File: config.mk
export PLATFORM = sky130hd
export DESIGN_NAME = trap_ctrl
export DESIGN_NICKNAME = d
export VERILOG_FILES = /design/src/rtl/trap_ctrl_pkg.sv /design/src/rtl/trap_ctrl_irq_arb.sv /design/src/rtl/trap_ctrl.sv
export SDC_FILE = /design/constraint.sdc
export NUM_CORES = 1
export LEC_CHECK = 0
export CORE_UTILIZATION = 50
export DETAILED_ROUTE_END_ITERATION = 8
export PLACE_DENSITY = 0.83
export SYNTH_ARGS = -nofsm -noshare
export SYNTH_HDL_FRONTEND = slang
export SYNTH_HIERARCHICAL = 1
export SYNTH_SLANG_ARGS = --single-unit
File: constraint.sdc
create_clock -name clk -period 5.05 [get_ports clk]
set_input_delay 1.01 -clock clk [delete_from_list [all_inputs] [get_ports clk]]
set_output_delay 1.01 -clock clk [all_outputs]
set_load 0.03 [all_outputs]
File: src/rtl/trap_ctrl_pkg.sv
// Shared types and constants for the M-mode trap sequencer.
package trap_ctrl_pkg;

  typedef enum logic [1:0] {
    PrivU = 2'b00,
    PrivM = 2'b11
  } priv_mode_t;

  typedef enum logic [1:0] {
    StIdle,
    StEnter,
    StRedirect
  } trap_state_t;

  localparam int unsigned MSTATUS_MIE    = 3;
  localparam int unsigned MSTATUS_MPIE   = 7;
  localparam int unsigned MSTATUS_MPP_LO = 11;

  localparam int unsigned MSIP = 3;
  localparam int unsigned MTIP = 7;
  localparam int unsigned MEIP = 11;

  localparam logic [4:0] TRAP_CODE_MSI = 5'd3;
  localparam logic [4:0] TRAP_CODE_MTI = 5'd7;
  localparam logic [4:0] TRAP_CODE_MEI = 5'd11;

  localparam logic [1:0] MTVEC_MODE_DIRECT   = 2'b00;
  localparam logic [1:0] MTVEC_MODE_VECTORED = 2'b01;

  localparam logic [11:0] CSR_MSTATUS  = 12'h300;
  localparam logic [11:0] CSR_MIE      = 12'h304;
  localparam logic [11:0] CSR_MTVEC    = 12'h305;
  localparam logic [11:0] CSR_MSTATUSH = 12'h310;
  localparam logic [11:0] CSR_MEPC     = 12'h341;
  localparam logic [11:0] CSR_MCAUSE   = 12'h342;
  localparam logic [11:0] CSR_MTVAL    = 12'h343;
  localparam logic [11:0] CSR_MIP      = 12'h344;

  // Spread {mei, mti, msi} onto the architectural mip/mie bit positions.
  function automatic logic [31:0] irq_bits(logic [2:0] b);
    return {20'b0, b[2], 3'b0, b[1], 3'b0, b[0], 3'b0};
  endfunction

endpackage

File: src/rtl/trap_ctrl_irq_arb.sv
// Interrupt pending/enable qualification and fixed-priority selection (MEI > MSI > MTI).
module trap_irq_arb
  import trap_ctrl_pkg::*;
(
  input  logic [2:0] pend_i,        // {mei, mti, msi}
  input  logic [2:0] en_i,          // {mei, mti, msi}
  input  priv_mode_t priv_i,
  input  logic       mstatus_mie_i,
  output logic       irq_take_o,
  output logic [4:0] irq_code_o
);

  logic [2:0] act;

  always_comb begin
    act        = pend_i & en_i;
    irq_take_o = (act != 3'b000) && ((priv_i == PrivU) || mstatus_mie_i);
    irq_code_o = TRAP_CODE_MTI;
    if (act[2]) begin
      irq_code_o = TRAP_CODE_MEI;
    end else if (act[0]) begin
      irq_code_o = TRAP_CODE_MSI;
    end
  end

endmodule

File: src/rtl/trap_ctrl.sv
// M-mode trap sequencer: trap CSRs, event arbitration, trap entry / mret and redirect handshake.
module trap_ctrl
  import trap_ctrl_pkg::*;
#(
  parameter logic [31:0] MTVEC_RESET = 32'h0000_0000,
  parameter bit          VECTORED_EN = 1'b1
) (
  input  logic        clk,
  input  logic        rst_n,
  input  logic        exc_valid,
  input  logic [4:0]  exc_code,
  input  logic [31:0] exc_tval,
  input  logic [31:0] cur_pc,
  input  logic        mret,
  input  logic        irq_msi,
  input  logic        irq_mti,
  input  logic        irq_mei,
  input  logic [11:0] csr_addr,
  input  logic        csr_we,
  input  logic [31:0] csr_wdata,
  output logic [31:0] csr_rdata,
  output logic        csr_hit,
  output logic        busy,
  output logic        redirect_valid,
  input  logic        redirect_ready,
  output logic [31:0] redirect_pc,
  output logic [1:0]  priv
);

  localparam logic [31:0] MtvecRst =
      VECTORED_EN ? MTVEC_RESET : {MTVEC_RESET[31:2], MTVEC_MODE_DIRECT};

  trap_state_t state_q, state_d;
  priv_mode_t  priv_q, priv_d, mpp_q, mpp_d;
  logic        mst_mie_q, mst_mie_d, mst_mpie_q, mst_mpie_d;
  logic [2:0]  mie_q, mie_d;
  logic [31:0] mtvec_q, mtvec_d, mepc_q, mepc_d, mcause_q, mcause_d, mtval_q, mtval_d;
  logic [31:0] redirect_pc_q, redirect_pc_d;
  logic        lat_irq_q, lat_irq_d;
  logic [4:0]  lat_code_q, lat_code_d;
  logic [31:0] lat_tval_q, lat_tval_d, lat_pc_q, lat_pc_d;

  logic [2:0]  pend;
  logic        irq_take;
  logic [4:0]  irq_code;
  logic [31:0] vec_base;

  assign pend = {irq_mei, irq_mti, irq_msi};

  trap_irq_arb u_irq_arb (
    .pend_i        (pend),
    .en_i          (mie_q),
    .priv_i        (priv_q),
    .mstatus_mie_i (mst_mie_q),
    .irq_take_o    (irq_take),
    .irq_code_o    (irq_code)
  );

  assign vec_base       = {mtvec_q[31:2], 2'b00};
  assign busy           = (state_q != StIdle);
  assign redirect_valid = (state_q == StRedirect);
  assign redirect_pc    = redirect_pc_q;
  assign priv           = priv_q;

  always_comb begin
    state_d       = state_q;
    priv_d        = priv_q;
    mpp_d         = mpp_q;
    mst_mie_d     = mst_mie_q;
    mst_mpie_d    = mst_mpie_q;
    mie_d         = mie_q;
    mtvec_d       = mtvec_q;
    mepc_d        = mepc_q;
    mcause_d      = mcause_q;
    mtval_d       = mtval_q;
    redirect_pc_d = redirect_pc_q;
    lat_irq_d     = lat_irq_q;
    lat_code_d    = lat_code_q;
    lat_tval_d    = lat_tval_q;
    lat_pc_d      = lat_pc_q;

    // CSR writes land first; trap/mret updates below override the fields they own.
    if (csr_we) begin
      case (csr_addr)
        CSR_MSTATUS: begin
          mst_mie_d  = csr_wdata[MSTATUS_MIE];
          mst_mpie_d = csr_wdata[MSTATUS_MPIE];
          if (csr_wdata[MSTATUS_MPP_LO +: 2] == PrivU) mpp_d = PrivU;
          if (csr_wdata[MSTATUS_MPP_LO +: 2] == PrivM) mpp_d = PrivM;
        end
        CSR_MIE:    mie_d = {csr_wdata[MEIP], csr_wdata[MTIP], csr_wdata[MSIP]};
        CSR_MTVEC: begin
          mtvec_d[31:2] = csr_wdata[31:2];
          if ((csr_wdata[1:0] == MTVEC_MODE_DIRECT) ||
              ((csr_wdata[1:0] == MTVEC_MODE_VECTORED) && VECTORED_EN)) begin
            mtvec_d[1:0] = csr_wdata[1:0];
          end
        end
        CSR_MEPC:   mepc_d   = {csr_wdata[31:2], 2'b00};
        CSR_MCAUSE: mcause_d = csr_wdata;
        CSR_MTVAL:  mtval_d  = csr_wdata;
        default: ;
      endcase
    end

    unique case (state_q)
      StIdle: begin
        if (exc_valid) begin
          lat_irq_d  = 1'b0;
          lat_code_d = exc_code;
          lat_tval_d = exc_tval;
          lat_pc_d   = cur_pc;
          state_d    = StEnter;
        end else if (irq_take) begin
          lat_irq_d  = 1'b1;
          lat_code_d = irq_code;
          lat_tval_d = 32'h0;
          lat_pc_d   = cur_pc;
          state_d    = StEnter;
        end else if (mret) begin
          mst_mie_d     = mst_mpie_d;
          mst_mpie_d    = 1'b1;
          priv_d        = mpp_d;
          mpp_d         = PrivU;
          redirect_pc_d = mepc_d;
          state_d       = StRedirect;
        end
      end
      StEnter: begin
        mepc_d     = {lat_pc_q[31:2], 2'b00};
        mcause_d   = {lat_irq_q, 26'b0, lat_code_q};
        mtval_d    = lat_tval_q;
        mst_mpie_d = mst_mie_q;
        mst_mie_d  = 1'b0;
        mpp_d      = priv_q;
        priv_d     = PrivM;
        if (lat_irq_q && (mtvec_q[1:0] == MTVEC_MODE_VECTORED)) begin
          redirect_pc_d = vec_base + {25'b0, lat_code_q, 2'b00};
        end else begin
          redirect_pc_d = vec_base;
        end
        state_d = StRedirect;
      end
      StRedirect: begin
        if (redirect_ready) state_d = StIdle;
      end
      default: state_d = StIdle;
    endcase
  end

  always_comb begin
    csr_hit   = 1'b1;
    csr_rdata = 32'h0;
    case (csr_addr)
      CSR_MSTATUS: begin
        csr_rdata[MSTATUS_MIE]         = mst_mie_q;
        csr_rdata[MSTATUS_MPIE]        = mst_mpie_q;
        csr_rdata[MSTATUS_MPP_LO +: 2] = mpp_q;
      end
      CSR_MIE:      csr_rdata = irq_bits(mie_q);
      CSR_MTVEC:    csr_rdata = mtvec_q;
      CSR_MSTATUSH: csr_rdata = 32'h0;
      CSR_MEPC:     csr_rdata = mepc_q;
      CSR_MCAUSE:   csr_rdata = mcause_q;
      CSR_MTVAL:    csr_rdata = mtval_q;
      CSR_MIP:      csr_rdata = irq_bits(pend);
      default:      csr_hit   = 1'b0;
    endcase
  end

  always_ff @(posedge clk) begin
    if (!rst_n) begin
      state_q       <= StIdle;
      priv_q        <= PrivM;
      mpp_q         <= PrivM;
      mst_mie_q     <= 1'b0;
      mst_mpie_q    <= 1'b0;
      mie_q         <= 3'b000;
      mtvec_q       <= MtvecRst;
      mepc_q        <= 32'h0;
      mcause_q      <= 32'h0;
      mtval_q       <= 32'h0;
      redirect_pc_q <= 32'h0;
      lat_irq_q     <= 1'b0;
      lat_code_q    <= 5'h0;
      lat_tval_q    <= 32'h0;
      lat_pc_q      <= 32'h0;
    end else begin
      state_q       <= state_d;
      priv_q        <= priv_d;
      mpp_q         <= mpp_d;
      mst_mie_q     <= mst_mie_d;
      mst_mpie_q    <= mst_mpie_d;
      mie_q         <= mie_d;
      mtvec_q       <= mtvec_d;
      mepc_q        <= mepc_d;
      mcause_q      <= mcause_d;
      mtval_q       <= mtval_d;
      redirect_pc_q <= redirect_pc_d;
      lat_irq_q     <= lat_irq_d;
      lat_code_q    <= lat_code_d;
      lat_tval_q    <= lat_tval_d;
      lat_pc_q      <= lat_pc_d;
    end
  end

endmodule

==> results of run 1 <==
==> area by class of cell <==
type | instances | area, µm²
Timing Repair Buffer | 216 | 2300
Clock buffer | 35 | 733
Clock inverter | 6 | 55.1
Antenna cell | 1 | 2.50
Multi-Input combinational cell | 988 | 5710
Sequential cell | 239 | 4780
Tap cell | 275 | 344
Fill cell | 1726 | 7260
Inverter | 6 | 23.8
==> logic make-up after synthesis <==
logic type	Yosys count
fa+ha+maj	6
mux	51
simple gates	500
xor+xnor	21
other cells	2
compound gates	407
flops	239
buf+inv	125
==> power groups by stage <==
| stage | combinational [µW] | sequential (µW) | clock (µW) |
|---|---|---|---|
| 6_report | 535 | 2040 | 1800 |
| 4_1_cts | 528 | 2040 | 1800 |
| 2_1_floorplan | 259 | 2090 | 0 |
| 3_3_place_gp | 510 | 2080 | 0 |
| 5_1_grt | 574 | 2050 | 1880 |
| 3_5_place_dp | 523 | 2080 | 0 |
==> tightest hold or removal path: cells and delay by family, from the launching register on <==
| family | cells | cell delay, ns |
|---|---|---|
| AO/OA/AOI/OAI | 1 | 0.05 |
| flip-flops | 1 | 0.30 |
| AND/OR/NAND/NOR | 1 | 0.05 |
==> state kept, by name, summed over array words and instances, names as in the netlist <==
register,count
lat_code_q,5
lat_irq_q,1
lat_pc_q,30
lat_tval_q,32
mcause_q,32
mepc_q,32
mie_q,3
mpp_q,2
mst_mie_q,1
mst_mpie_q,1
mtval_q,32
mtvec_q,32
priv,2
redirect_pc,32
state_q,2
==> per-stage QoR <==
| step | worst slack (ns) | util, % | cells |
|---|---|---|---|
| after global routing | 0.717 | 65.8 | 1765 |
| after global placement | 0.835 | 62.0 | 1724 |
| after detailed placement | 0.805 | 62.0 | 1724 |
| final | 0.746 | 65.8 | 1766 |
| after floorplan | 1.38 | - | 1352 |
| after CTS | 0.811 | 65.8 | 1765 |
==> cell usage in the layout, fill, tap and decap left out, types with 7 or more instances in the layout <==
cell type        count
nor4_1              18
a211oi_1            20
o31ai_1             12
a31oi_1             15
nand4_1             10
and3_1              23
buf_12              24
a21oi_1            130
a22oi_1             50
xnor2_1             20
nand2_1            269
and4_1               9
nand3_1             24
a222oi_1            25
buf_4               37
o21ai_0             93
clkdlybuf4s50_1    154
mux2i_1             49
clkbuf_16           25
clkbuf_8             7
nor3_1              18
nor2_1              92
dfxtp_1            239
==> metal layers <==
layer  share of wire, %  vias to the layer above  wire length [µm]
met5                  0                        -                 0
met4                3.6                        0              1320
met3                 11                      111              3970
met2                 45                      702             16500
met1                 40                     5194             14500
li1                   -                     5114                 -
==> how the worst max path moves through the flow <==
stage                       startpoint            to  slack (ns)  cells after the start
final                      csr_addr[2]  csr_rdata[9]        0.75                      8
after global routing       csr_addr[2]  csr_rdata[9]        0.72                      8
after CTS                  csr_addr[2]  csr_rdata[9]        0.81                      8
after detailed placement   csr_addr[2]  csr_rdata[9]        0.80                      8
after global placement     csr_addr[2]  csr_rdata[9]        0.83                      8
after floorplan           csr_addr[11]  csr_rdata[0]        1.38                      8
==> summary.md, run 1 <==
| Metric | Value |
|---|---|
| Status | `finished, final reports clean` |
| Most frequent cell after synthesis | `nand2_1` |
| F_max | `0.232 GHz` |
| Crit Path Class | `in2out` |
| Critical-path cell list | `clkdlybuf4s50_1 -> nor2_1 -> and3_1 -> and4b_1 -> buf_4 -> a222oi_1 -> nand2_1 -> buf_12` |
| M2 GR Usage | `~51%` |
| Dpl hpwl | `between 20 and 25 mm` |
| Clock share of power | `41.1%` |
| Worst Hold Depth | `2` |
| Post-CTS Setup Inserts | `0` |
| Final ANT Viol Nets | `0` |
| Cells after Synth | `roughly 1.4k` |
| Drt wl/cell | `20.6 µm` |
| Post-synthesis simple-gate area fraction | `between 20% and 30%` |
| Core area | `0.0212 mm²` |
| Int Power | `approximately 3300 µW` |
| Post-synthesis sequential element count | `~240` |
| WP data arrival | `approximately 3.3 ns` |
| Post-Syn Area | `0.0110 mm²` |
| Ys async rst share | `0%` |
| Vias in the first global route | `10.3k` |
| CP max stage delay | `0.62 ns` |
| Max Root-Sink Buffers | `3` |
| Initial Util | `51.6%` |
| R2r startpoint | `lat_code_q[0]` |
| Crit path max fanout | `14` |
| Clk pin slew, worst setup/hold paths | `roughly 0.060 ns` |
| Minimum clock period | `approximately 4.3 ns` |
| Reg2reg path depth | `7` |
| Pin count of the biggest net entering global routing | `81` |
| Routability congestion estimate | `about 0.93` |
| Yosys warns | `6` |
| Setup TNS | `0 ns` |
| Final Power | `roughly 4400 µW` |
| Fin. max-slew vios | `0` |
| Number of flops mapped to enable cells by yosys | `0` |
| Largest area contributor in the netlist | `dfxtp_1` |
| Root Driver | `clkbuf_16` |
| Critical path buffer and inverter count | `3` |
| DP Area | `0.0132 mm²` |
| Met3 Track Usage GR | `roughly 4.5%` |
| Sw Share | `between 20% and 30%` |
| CP Capture Type | `output pin` |
| Die ar. | `0.0225 mm²` |
| Hold buffers post-CTS | `0` |
| Post-Route WL | `~36 mm` |
| NumNets Final | `roughly 1.6k` |
| Die Ht | `about 150 µm` |
| Worst Tran Pin Value | `1.12 ns` |
| Main area contributors after synthesis | `dfxtp_1, nand2_1, a21oi_1` |
| Sequential-to-total area share from yosys stat | `a little over two fifths` |
| Worst Hold Path EP | `lat_pc_q[14]` |
| Max-capacitance violation count | `0` |
| Synth top area share | `43.7%` |
| P_sw | `~1100 µW` |
| Worst hold path startpoint | `lat_pc_q[14]` |
| Clock skew | `approximately 0.0085 ns` |
| Global-route wire length before repair | `between 50 and 60 mm` |
| RSZ-0062 raised after global routing | `false` |
| Layout cell share with drive strength beyond 1 | `under 10%` |
| Reg2reg setup slack | `approximately 1.9 ns` |
| IO Port Bufs | `approximately 190` |
| R2R Path End | `redirect_pc[14]` |
| Post-synthesis mux area share | `under 10%` |
| DRT Pass-1 Iters | `7` |
| Ys flop type | `dfxtp_1` |
| CTS Buf Count | `25` |
| Initial DRC count | `around 1.4k` |
| Combinational power share | `12.2%` |
| Row cnt | `53` |
| Cts repair resizes | `0` |
| Hold Fails Final Rpt | `0` |
| Pleak | `roughly 0.0050 µW` |
| Worst-Skew Late Latency | `roughly 0.53 ns` |
| Initial antenna violation count | `0` |
| Top post-synthesis cells by count | `nand2_1, dfxtp_1, a21oi_1` |
| Mean Syn Cell Area | `8.11 µm²` |
| Via density | `between 6 and 7` |
| Slew HR | `approximately 25%` |
| Post-synthesis adder-cell area fraction | `less than 1%` |
| WHS | `~0.45 ns` |
| CP required | `approximately 4.0 ns` |
| Critical-path top delay cell | `clkdlybuf4s50_1` |
| Vias | `between 10k and 15k` |
| Final Cycle Share | `a little under nine tenths` |
| Delay-heaviest family, CP | `buffers and inverters` |
| Final setup fails | `0` |
| Fin area | `between 0.01 and 0.015 mm²` |
| Total Routing Usage GR | `31.9%` |
| CP Launch Type | `input port` |
| Post-Synth XOR/XNOR Area | `1.68%` |
| DRC | `0` |
| Grt met1 use | `43.2%` |
| Die X | `roughly 150 µm` |
| Synth cell types | `69` |
| Combinational family with the most area after synthesis | `compound AO/OA/AOI/OAI gates` |
| Seq pwr share | `between 40 and 50%` |
| Worst vdd ir | `~0.28 mV` |
| Total gr overflow | `0` |
| Io pins | `191` |
| Pwr Density | `between 300 and 400 mW/mm²` |
| Gr busiest metal | `met2` |
| CTS tree | `done` |
| H-tree levels | `1` |
| Clock Sinks | `239` |
| Compound-cell area share of the yosys netlist | `between 20% and 30%` |
| Hold WC Path Type | `reg2reg` |
| Area delta synth->final | `27.4%` |
(Power assumes the default switching activity.)
==> inputs of run 2 (changes only) <==
Settings changed: CAP_MARGIN from default to 20.
==> results of run 2 <==
The final DEF is identical to that of run 1; final timing and power are the same.
==> RTL change 1: new RTL, config.mk and constraints of run 1 <==
Encoding of `trap_state_t`: now one-hot (3 bits for 3 states).
--- a/src/rtl/trap_ctrl_pkg.sv
+++ b/src/rtl/trap_ctrl_pkg.sv
@@ -8,6 +8,6 @@
 
-  typedef enum logic [1:0] {
-    StIdle,
-    StEnter,
-    StRedirect
+  typedef enum logic [2:0] {
+    StIdle     = 3'b001,
+    StEnter    = 3'b010,
+    StRedirect = 3'b100
   } trap_state_t;
Formal check against the unedited RTL: no difference found for any inputs over 4 cycles, from zero or initial values and one cycle with rst_n low; so few cycles prove little.
==> RTL change 1 against run 1 <==
Cell area shrank 1.3%. Hold slack better by 0.70 ps. Sequential cell count up 1. First-iteration DRC count increased by 15%. Die area grew 0.47%. Count of clock-buffer cells in the layout did not move. Clock skew up 6.0 ps. Non-clock buffer count down 3. Via count decreased by 1.9%. Total power fell by 1.1%. Area after synthesis increased by 0.48%. Register-to-register slack worse by 100 ps. Setup slack lost 250 ps. Routed wire length rose by 1.6%.
==> RTL change 1: results (changes against run 1) <==
[status]
status=finished clean

[finish]
nets=1567  ; -2.3%
drive_gt1_share_pct=9.08  ; +0.83 points

[setup_path]
path_max_fanout=8  ; -6
slowest_delay_ps=700  ; +80 ps
crit_arrival_ps=3540  ; +250 ps
crit_slowest_cell=clkdlybuf4s50_1
r2r-start=lat_code_q[1]
critPathLaunch=csr_addr[1]

[yosys]
ys_seq_area_share_pct=43.7  ; about the same
ys_top_cells_by_area=dfxtp_1 44%, nand2_1 8.9%, a21oi_1 6.1%, mux2i_1 5.5%, o21ai_0 3.3%
synth_common_cells=262 x nand2_1, 240 x dfxtp_1, 135 x a21oi_1
ys_types=70  ; +1.4%
ys.flop_type=dfxtp_1

[grt]
grt_max_degree=84  ; +3.7%
grt_pass1_vias=9831  ; -4.2%
antenna_found_initial=1  ; +1
track_usage_pct=32.1  ; +0.27 points
met3_usage_pct=8.06  ; +3.6 points
grt_use_met2_pct=46.5  ; -4.5 points
grt_util_met1_pct=46.2  ; +3.0 points
grt_first_pass_wirelength_mm=56.0  ; +0.21%

[detailed_routing]
met1_length_mm=15.0  ; +3.4%
drt_iter0_markers=1611  ; +15%
routed-wl-met3_mm=5.03  ; +27%
first_pass_iters=8  ; +1
viasPerCell=6.31  ; +0.25%
wl_met2_mm=15.4  ; -6.5%

[pwr]
ir_drop_v=0.000263  ; -7.4%
p_leak_nw=4.89  ; -3.0%
intPower_mw=3.21  ; -1.4%

[min_path]
hp-start=mcause_q[19]

[timing]
slew_headroom_pct=31.8  ; +6.7 points
clock_skew_ps=14.5  ; +6.04 ps

[place]
placed_cell_area_sq_um=13000  ; -1.2%
routabilityCongestion=0.907  ; -2.3%
hpwl_mm=25.3  ; +5.2%

-- RTL change 1: per-stage QoR --
stage               std cells  setup slack [ps]
floorplan                1314               743
global placement         1687               547
detailed placement       1687               569
CTS                      1728               548
global route             1728               407
finish                   1729               498
-- RTL change 1: cell families (layout without fill, tap and decap cells) --
group / after synthesis / in the layout / synth area share (%)
adders and majority gates: 6 / 6 / 0.750
AOI/OAI and AO/OA: 398 / 398 / 23.9
and+or+nand+nor: 450 / 450 / 18.5
DFF: 240 / 240 / 43.7
xor gates and xnor gates: 27 / 27 / 2.15
buffers and inverters: 125 / 264 / 4.99
muxes: 65 / 65 / 5.96
other: 2 / 4 / 0.0682
-- RTL change 1: worst paths after layout --
| path | to | slack [ps] | cells past startpoint |
|---|---|---|---|
| worst min register to register | mcause_q[19] | 450 | 2 |
| worst max register to register | redirect_pc[15] | 1830 | 6 |
| worst min-delay path | mcause_q[19] | 450 | 2 |
| worst max-delay path | csr_rdata[24] | 500 | 7 |
-- RTL change 1: power by group through the flow --
| stage | registers (mW) | logic [mW] | clock network [mW] |
|---|---|---|---|
| finish | 2.05 | 0.547 | 1.74 |
| global placement | 2.08 | 0.525 | 0 |
| CTS | 2.05 | 0.538 | 1.74 |
| floorplan | 2.11 | 0.247 | 0 |
| global route | 2.06 | 0.583 | 1.82 |
| detailed placement | 2.09 | 0.533 | 0 |
-- RTL change 1: worst min-delay path: stages (launching register included) --
cell and delay (ps):
dfxtp_1 310, nand2_1 50, a21oi_1 50
-- RTL change 1: layout make-up --
type,instances,area (sq um)
fillers,1703,7510
multi-input cells,949,5690
flip-flops and latches,240,4800
repair buffers,213,2120
clock buffers,35,723
well taps,275,344
clock inverters,6,45.0
inverters,10,40.0
diodes,1,2.50
==> RTL change 2: new RTL, config.mk and constraints of run 1 <==
Made on the original files. Set the parameter `VECTORED_EN` to 1'b0 (it was 1'b1).
--- a/src/rtl/trap_ctrl.sv
+++ b/src/rtl/trap_ctrl.sv
@@ -5,3 +5,3 @@
   parameter logic [31:0] MTVEC_RESET = 32'h0000_0000,
-  parameter bit          VECTORED_EN = 1'b1
+  parameter bit          VECTORED_EN = 1'b0
 ) (
Function: changed (Yosys sat finds a counterexample within 4 cycles, from zero or initial values and one cycle with rst_n low).
==> RTL change 2 against run 1 <==
Non-clock buffer count shrank 3. Critical path depth fell by 2. Area after synthesis grew 1.3%. Cell area down 0.11%. Sequential cell count stayed put. Setup slack worse by 39 ps. Utilization decreased by 1.7 points. Total power is 1.9% higher. Die area increased by 1.2%. Critical endpoint is now csr_rdata[11]. Synthesized cell count is 1.2% higher. Maximum frequency is 0.91% lower. Routed wire length shrank 4.6%.
==> RTL change 2: results (changes against run 1) <==
[status]
status=finished clean

[setup_path]
critPathLaunch=csr_addr[6]
worstRegToRegCells=8  ; +1
crit_arrival_ps=3330  ; +40 ps
reg2reg_to=redirect_pc[26]
setup.worst_path.end=csr_rdata[11]
path_max_fanout=10  ; -4

[grt]
grt_util_met1_pct=40.4  ; -2.8 points
grt_max_degree=72  ; -11%
grt_pass1_vias=10000  ; -2.5%
grt_use_met2_pct=48.1  ; -3.0 points
grt_first_pass_wirelength_mm=53.3  ; -4.5%

[min_path]
hold_end=mcause_q[15]
hp-start=mcause_q[15]

[finish]
n_fill_cell=1785  ; +3.4%
nets=1625  ; +1.3%
antennaDiodeCount=0  ; -1
drive_gt1_share_pct=7.79  ; -0.47 points

[detailed_routing]
routed-wl-met3_mm=3.34  ; -16%
drt_iter0_markers=1105  ; -21%
wl_per_cell_um=19.3  ; -6.1%
met1_length_mm=14.3  ; -1.5%
viasPerCell=5.99  ; -4.8%
wl_met2_mm=15.7  ; -4.9%
first_pass_iters=6  ; -1

[place]
hpwl_mm=23.2  ; -3.4%
dp.cells=1750  ; +1.5%
routabilityCongestion=0.931  ; +0.30%
placed_cell_area_sq_um=13100  ; -0.42%

[yosys]
ys_top_cells_by_area=dfxtp_1 43%, nand2_1 12%, mux2i_1 5.1%, o21ai_0 4.7%, a21boi_0 4.2%
syn_inst=1367  ; +1.2%
synth_common_cells=343 x nand2_1, 239 x dfxtp_1, 105 x o21ai_0
ys_types=60  ; -13%
ys_seq_area_share_pct=43.1  ; -0.54 points

[pwr]
p_switching_mw=1.12  ; -0.54%
finalPower_mw=4.46  ; +1.9%
pg_clk_mw=1.87  ; +4%

[timing]
hold_slack_ps=451  ; -0.326 ps
clock_skew_ps=11.2  ; +2.77 ps
worst-slew-pin-transition_ps=1060  ; -59.4 ps

RTL change 2: cell types whose count changed in the layout (fill, tap and decap cells not counted), moves of 29 or more:
cell / delta
nor2_1: -54
a21boi_0: +56
a21oi_1: -63
nand2_1: +73
nor2b_1: +36
a31oi_1: +29
RTL change 2: area by class of cell:
cell class,count,share of cell area (%)
Clock inverter,8,0.862
Timing Repair Buffer,213,14.9
Tap cell,280,2.51
Sequential cell,239,34.3
Inverter,7,0.188
Multi-Input combinational cell,1011,42.1
Clock buffer,37,5.10
RTL change 2: cells by family after synthesis:
group,after synthesis,share of synthesized area (%)
xor+xnor,25,1.97
mux,57,5.16
flops,239,43.1
buf+inv,118,4.33
simple gates,515,21.0
compound gates,405,23.6
other cells,2,0.0677
fa+ha+maj,6,0.745
RTL change 2: critical path, stage by stage:
cell and delay, ps:
clkdlybuf4s50_1 800, nor3_1 120, and4_1 290, a221oi_1 580, o211ai_1 310, buf_12 220
